### src/rtl/uart_tx_scheduler.sv
// uart_tx_scheduler
// Collects bytes from the CPU MMIO write path (address 16'hF001) and a debug
// byte stream into a shared FIFO, then feeds the UART transmitter one byte per
// frame through its toggle-based interface. Consecutive issues are spaced by
// FRAME_CYCLES = 10*DELAY_FRAMES + 2 clocks: start, 8 data bits and stop, plus
// 2 guard cycles.
//
// Optional feature macro: UART_SCHED_CRLF_EN
//   defined   : an LF (8'h0A) at the FIFO head is preceded by an inserted CR
//               (8'h0D). The LF stays in the FIFO until the following slot.
//   undefined : bytes pass through unmodified.
//
// state  | meaning
// IDLE   | nothing on the wire; issue as soon as the FIFO is non-empty
// WAIT   | frame in flight; counter runs down to the next issue slot

module uart_tx_scheduler #(
  parameter int DELAY_FRAMES = 234,
  parameter int FIFO_DEPTH   = 16
) (
  input  logic                         clock,
  input  logic                         reset,
  input  logic [15:0]                  cpu_addr,
  input  logic [7:0]                   cpu_data,
  input  logic                         cpu_we,
  input  logic                         dbg_valid,
  input  logic [7:0]                   dbg_data,
  output logic                         dbg_ready,
  output logic [15:0]                  uart_addr,
  output logic [7:0]                   uart_data,
  output logic                         uart_update,
  output logic                         busy,
  output logic [$clog2(FIFO_DEPTH):0]  fifo_level,
  output logic                         overflow
);

  localparam int FRAME_CYCLES = 10 * DELAY_FRAMES + 2;
  localparam int CW           = $clog2(FRAME_CYCLES + 1);
  localparam int PW           = $clog2(FIFO_DEPTH);
  localparam int LW           = PW + 1;

  localparam logic [15:0] ADDR_TX  = 16'hF001;
  localparam logic [15:0] ADDR_CLR = 16'hF002;

  typedef enum logic {
    S_IDLE = 1'b0,
    S_WAIT = 1'b1
  } state_t;

  state_t          state_q;
  logic [CW-1:0]   cnt_q;
  logic [7:0]      uart_data_q;
  logic            uart_update_q;
  logic            overflow_q;
  logic            overflow_d;

  logic [7:0]      mem_q [FIFO_DEPTH];
  logic [PW-1:0]   wr_ptr_q;
  logic [PW-1:0]   rd_ptr_q;
  logic [LW-1:0]   level_q;
  logic [LW-1:0]   level_d;

  logic            full;
  logic            empty;
  logic            cpu_hit;
  logic            cpu_clr;
  logic            cpu_push;
  logic            dbg_push;
  logic            push;
  logic [7:0]      push_data;
  logic [7:0]      head;
  logic            slot;
  logic            pop;
  logic [7:0]      issue_byte;

`ifdef UART_SCHED_CRLF_EN
  logic            cr_q;
  logic            insert_cr;
`endif

  assign full    = (level_q == LW'(FIFO_DEPTH));
  assign empty   = (level_q == '0);
  assign head    = mem_q[rd_ptr_q];

  // Push arbitration: CPU has fixed priority; debug is only offered the slot
  // when the CPU is not pushing and the FIFO has room.
  always_comb begin
    cpu_hit   = cpu_we && (cpu_addr == ADDR_TX);
    cpu_clr   = cpu_we && (cpu_addr == ADDR_CLR);
    cpu_push  = cpu_hit && !full;
    dbg_ready = !full && !cpu_hit;
    dbg_push  = dbg_valid && dbg_ready;
    push      = cpu_push || dbg_push;
    push_data = cpu_hit ? cpu_data : dbg_data;
  end

  // Issue slot decode: the head is consumed unless a CR is being inserted.
  always_comb begin
    slot = ((state_q == S_IDLE) || (cnt_q == '0)) && !empty;
`ifdef UART_SCHED_CRLF_EN
    insert_cr  = slot && (head == 8'h0A) && !cr_q;
    pop        = slot && !insert_cr;
    issue_byte = insert_cr ? 8'h0D : head;
`else
    pop        = slot;
    issue_byte = head;
`endif
  end

  // Occupancy next-state: +1 push, -1 pop, unchanged for both or neither.
  always_comb begin
    level_d = level_q;
    case ({push, pop})
      2'b10:   level_d = level_q + LW'(1);
      2'b01:   level_d = level_q - LW'(1);
      default: level_d = level_q;
    endcase
  end

  // Overflow: a dropped CPU byte sets it; a write to the clear address
  // clears it, with set taking priority.
  always_comb begin
    overflow_d = overflow_q;
    if (cpu_clr) overflow_d = 1'b0;
    if (cpu_hit && full) overflow_d = 1'b1;
  end

  // FIFO storage; contents are don't-care until written, so no reset.
  always_ff @(posedge clock) begin
    if (push) mem_q[wr_ptr_q] <= push_data;
  end

  // FIFO pointers and occupancy; pointers wrap naturally at the power of two.
  always_ff @(posedge clock or posedge reset) begin
    if (reset) begin
      wr_ptr_q <= '0;
      rd_ptr_q <= '0;
      level_q  <= '0;
    end else begin
      if (push) wr_ptr_q <= wr_ptr_q + PW'(1);
      if (pop)  rd_ptr_q <= rd_ptr_q + PW'(1);
      level_q <= level_d;
    end
  end

  // Sticky overflow flag.
  always_ff @(posedge clock or posedge reset) begin
    if (reset) overflow_q <= 1'b0;
    else       overflow_q <= overflow_d;
  end

`ifdef UART_SCHED_CRLF_EN
  // CR flag: set when a CR is inserted, cleared when the LF itself goes out.
  always_ff @(posedge clock or posedge reset) begin
    if (reset)     cr_q <= 1'b0;
    else if (slot) cr_q <= insert_cr;
  end
`endif

  // Drain FSM: issue a byte, then hold off for a full frame before the next.
  always_ff @(posedge clock or posedge reset) begin
    if (reset) begin
      state_q       <= S_IDLE;
      cnt_q         <= '0;
      uart_data_q   <= 8'h00;
      uart_update_q <= 1'b0;
    end else begin
      case (state_q)
        S_IDLE: begin
          if (slot) begin
            uart_data_q   <= issue_byte;
            uart_update_q <= ~uart_update_q;
            cnt_q         <= CW'(FRAME_CYCLES - 1);
            state_q       <= S_WAIT;
          end
        end
        S_WAIT: begin
          if (cnt_q != '0) begin
            cnt_q <= cnt_q - CW'(1);
          end else if (slot) begin
            uart_data_q   <= issue_byte;
            uart_update_q <= ~uart_update_q;
            cnt_q         <= CW'(FRAME_CYCLES - 1);
          end else begin
            state_q <= S_IDLE;
          end
        end
        default: state_q <= S_IDLE;
      endcase
    end
  end

  assign uart_addr   = ADDR_TX;
  assign uart_data   = uart_data_q;
  assign uart_update = uart_update_q;
  assign busy        = (state_q == S_WAIT);
  assign fifo_level  = level_q;
  assign overflow    = overflow_q;

endmodule

### config.mk
export PLATFORM = sky130hd
export DESIGN_NAME = uart_tx_scheduler
export DESIGN_NICKNAME = d
export VERILOG_FILES = /design/src/rtl/uart_tx_scheduler.sv
export SDC_FILE = /design/constraint.sdc
export NUM_CORES = 1
export LEC_CHECK = 0
export ABC_AREA = 1
export CORE_ASPECT_RATIO = 1.2
export CORE_UTILIZATION = 44
export DETAILED_ROUTE_END_ITERATION = 7
export PLACE_DENSITY = 0.7
export SLEW_MARGIN = 20
export SYNTH_ARGS = -nofsm -noshare
export SYNTH_HDL_FRONTEND = slang
export SYNTH_SLANG_ARGS = --single-unit
### constraint.sdc
create_clock -name clock -period 3.1 [get_ports clock]
set_input_delay 0.775 -clock clock [delete_from_list [all_inputs] [get_ports clock]]
set_output_delay 0.775 -clock clock [all_outputs]
set_load 0.05 [all_outputs]
==> flow_metrics.py <==
metrics = {
    "outcome": {
        "status": "complete, no violations",
    },
    "synthesis": {
        "ys.flop_type": "edfxtp_1",
        "synth.largest_area_cell": "edfxtp_1",
        "synthAdderAreaFrac_pct": 1.577,
        "yosys.cell_types.count": 40,
        "avgSynthCellArea_um2": 9.228,
        "syn_area_mm2": 0.007936,
        "ys_seq_elements": 164,
        "synth_top_area_share_pct": 48.43,
        "synth_xor_area_share_pct": 1.766,
        "synthSimpleGateAreaFrac_pct": 24.81,
        "synth_top_family_by_area": "simple AND/OR/NAND/NOR gates",
        "async_reset_ff_share_pct": 21.95,
        "yosysMostFrequentCell": "nand2_1",
        "yosysWarnings": 0,
        "synth_edf_count": 128,
        "synthCells": 860,
        "synth-seq-area-share_pct": 59.78,
        "synth_compound_area_share_pct": 1.608,
        "synthMuxAreaShare_pct": 0,
        "netlist_top_cells_area": "edfxtp_1 48%, nand2_1 13%, dfrtp_1 11%",
        "synth_common_cells": "272 x nand2_1, 131 x inv_1, 128 x edfxtp_1, 128 x nand3_1, 36 x dfrtp_1",
    },
    "place": {
        "portBuffers": 52,
        "dp_hpwl_mm": 11.08,
        "gp_congestion": 0.8751,
        "pre_cts_ws_ps": 12.98,
    },
    "pwr": {
        "power.total_mw": 5.508,
        "irDropWorstVdd_mv": 0.4198,
        "p_leak_nw": 4.204,
        "cellPowerDensity_mw_per_mm2": 590.5,
    },
    "worst_setup_path": {
        "worst_path_dominant_cell_family": "buffers and inverters",
        "cp-start-kind": "register",
        "arrival_ps": 2010,
        "worst_ep_required_time_ps": 2320,
        "crit_path_end_kind": "output port",
        "crit_chain": "clkdlybuf4s50_1",
        "cp_slowest_stage_delay_ps": 910,
        "path_class": "register to output port",
        "path_buf_inv": 1,
        "path_max_fanout": 15,
        "slowest_stage": "clkdlybuf4s50_1",
    },
    "clock_network": {
        "cts_root_buffer": "clkbuf_16",
        "htree_levels": 4,
        "cts_hold_buf": 0,
        "cts_buffer_depth": 2,
        "clock-sinks": 164,
        "clk_pin_slew_worst_paths_ps": 60,
        "cts-resized-gates": 0,
        "post-cts-setup-buffers": 0,
        "numCtsBuffers": 17,
        "worstSkewPairLatency_ps": 420,
        "tritoncts": "yes",
    },
    "die": {
        "core_area_mm2": 0.01757,
        "io_pins": 69,
        "die_area_mm2": 0.01858,
        "start_util_pct": 45.16,
        "die_w_um": 124.6,
        "fp-row-count": 53,
        "dieHeight_um": 149.1,
    },
    "sta": {
        "finalHoldViolCount": 0,
        "period_minus_slack_ps": 2788,
        "timing.final.crit_share_pct": 89.93,
        "layout_setup_ws_ps": 312.3,
        "grt_setup_unrepaired": "no",
        "worst_pin_slew_ps": 737.9,
        "finalSetupViolCount": 0,
        "tns_ps": 0,
        "fmax_mhz": 358.7,
        "timing.hold.ws_ps": 471.8,
        "slew_headroom_pct": 50.80,
        "fin_skew_ps": 8.734,
        "drv_slew": 0,
    },
    "final_layout": {
        "layout.nets": 978,
        "drive_above_1_share_pct": 9.101,
        "num_antenna_cells": 0,
        "nFillCells": 1535,
        "area_growth_pct": 17.53,
        "postLayoutCoreUtil_pct": 53.08,
    },
    "worst_hold_path": {
        "worstHoldPathType": "register to register",
    },
    "drt": {
        "vias": 5680,
        "drc_errors": 0,
        "postRouteAntennaNets": 0,
        "drt_wl_total_mm": 16.67,
        "wl_per_cell_um": 14.31,
        "vias_per_cell": 4.876,
        "first_pass_iters": 5,
        "drt_iter0_drc": 448,
    },
    "grt": {
        "grt_start_max_net_pins": 67,
        "grt_pass1_vias": 5384,
        "grt-ovfl-total": 0,
        "grt_pass1_wl_mm": 27.56,
        "antenna_found_initial": 0,
        "track_usage_pct": 19.18,
    },
    "flow_run": {
        "maxCapViolCount": 0,
    },
}
[cell usage in the layout, fill, tap and decap left out, drive strengths merged]
cell / n
inv: 138
or2: 1
nand4: 2
edfxtp: 128
bufinv: 2
nor2b: 1
conb: 16
clkinv: 8
dfrtp: 36
nor3: 3
buf: 37
ha: 10
nand2: 278
o22ai: 1
o21bai: 1
and2: 1
a21boi: 1
nor2: 39
xnor2: 5
clkinvlp: 2
a31oi: 1
nand3b: 2
a21oi: 2
clkdlybuf4s50: 51
o21ai: 18
xor2: 11
clkbuf: 21
nand3: 129
[final timing paths]
kind	to	startpoint	cells after the start	slack (ps)
min in group asynchronous	cnt_q[0]	reset	2	770
min reg2reg	uart_update	uart_update	1	470
min	uart_update	uart_update	1	470
max	busy	busy	1	310
max in group asynchronous	wr_ptr_q[3]	reset	3	1700
max reg2reg	fifo_level[4]	cnt_q[0]	18	450
[final cells by class]
type / count / area (um2) / share of cell area, %
Clock buffer: 21 / 440.4 / 4.722
Clock inverter: 11 / 111.4 / 1.194
Inverter: 139 / 524.3 / 5.620
Multi-Input combinational cell: 522 / 2430 / 26.05
Sequential cell: 164 / 4746 / 50.88
Tap cell: 220 / 275.3 / 2.951
Timing Repair Buffer: 88 / 800.8 / 8.585
[through the flow]
stage	instance area (um2)	cells
after global placement	8768	1133
after CTS	9320	1165
final	9328	1165
after floorplan	7989	874
after detailed placement	8768	1133
after global routing	9328	1165
[sequential cells by signal, indices dropped and copies added, names as in the netlist]
name / cells
mem_q: 128
cnt_q: 12
uart_data: 8
fifo_level: 5
rd_ptr_q: 4
wr_ptr_q: 4
busy: 1
overflow: 1
uart_update: 1
[where the power goes]
part | internal (mW) | leakage [nW] | switching (mW)
registers | 2.57 | 1.58 | 0.106
logic | 0.290 | 2.36 | 0.566
clock network | 1.17 | 0.266 | 0.802
[metal layers]
| layer | GRT usage (%) | vias up | wire length [um] |
|---|---|---|---|
| li1 | - | 2843 | - |
| met1 | 24.41 | 2665 | 7289 |
| met2 | 32.62 | 149 | 8410 |
| met3 | 3.443 | 23 | 651 |
| met4 | 7.349 | 0 | 321 |
| met5 | 0 | - | 0 |
[kinds of logic after synthesis]
family | after synthesis
AO/OA/AOI/OAI | 24
XOR/XNOR | 16
adder cells (fa/ha/maj) | 10
buffers and inverters | 188
flip-flops | 164
other | 2
AND/OR/NAND/NOR | 456
(Power assumes the default switching activity.)
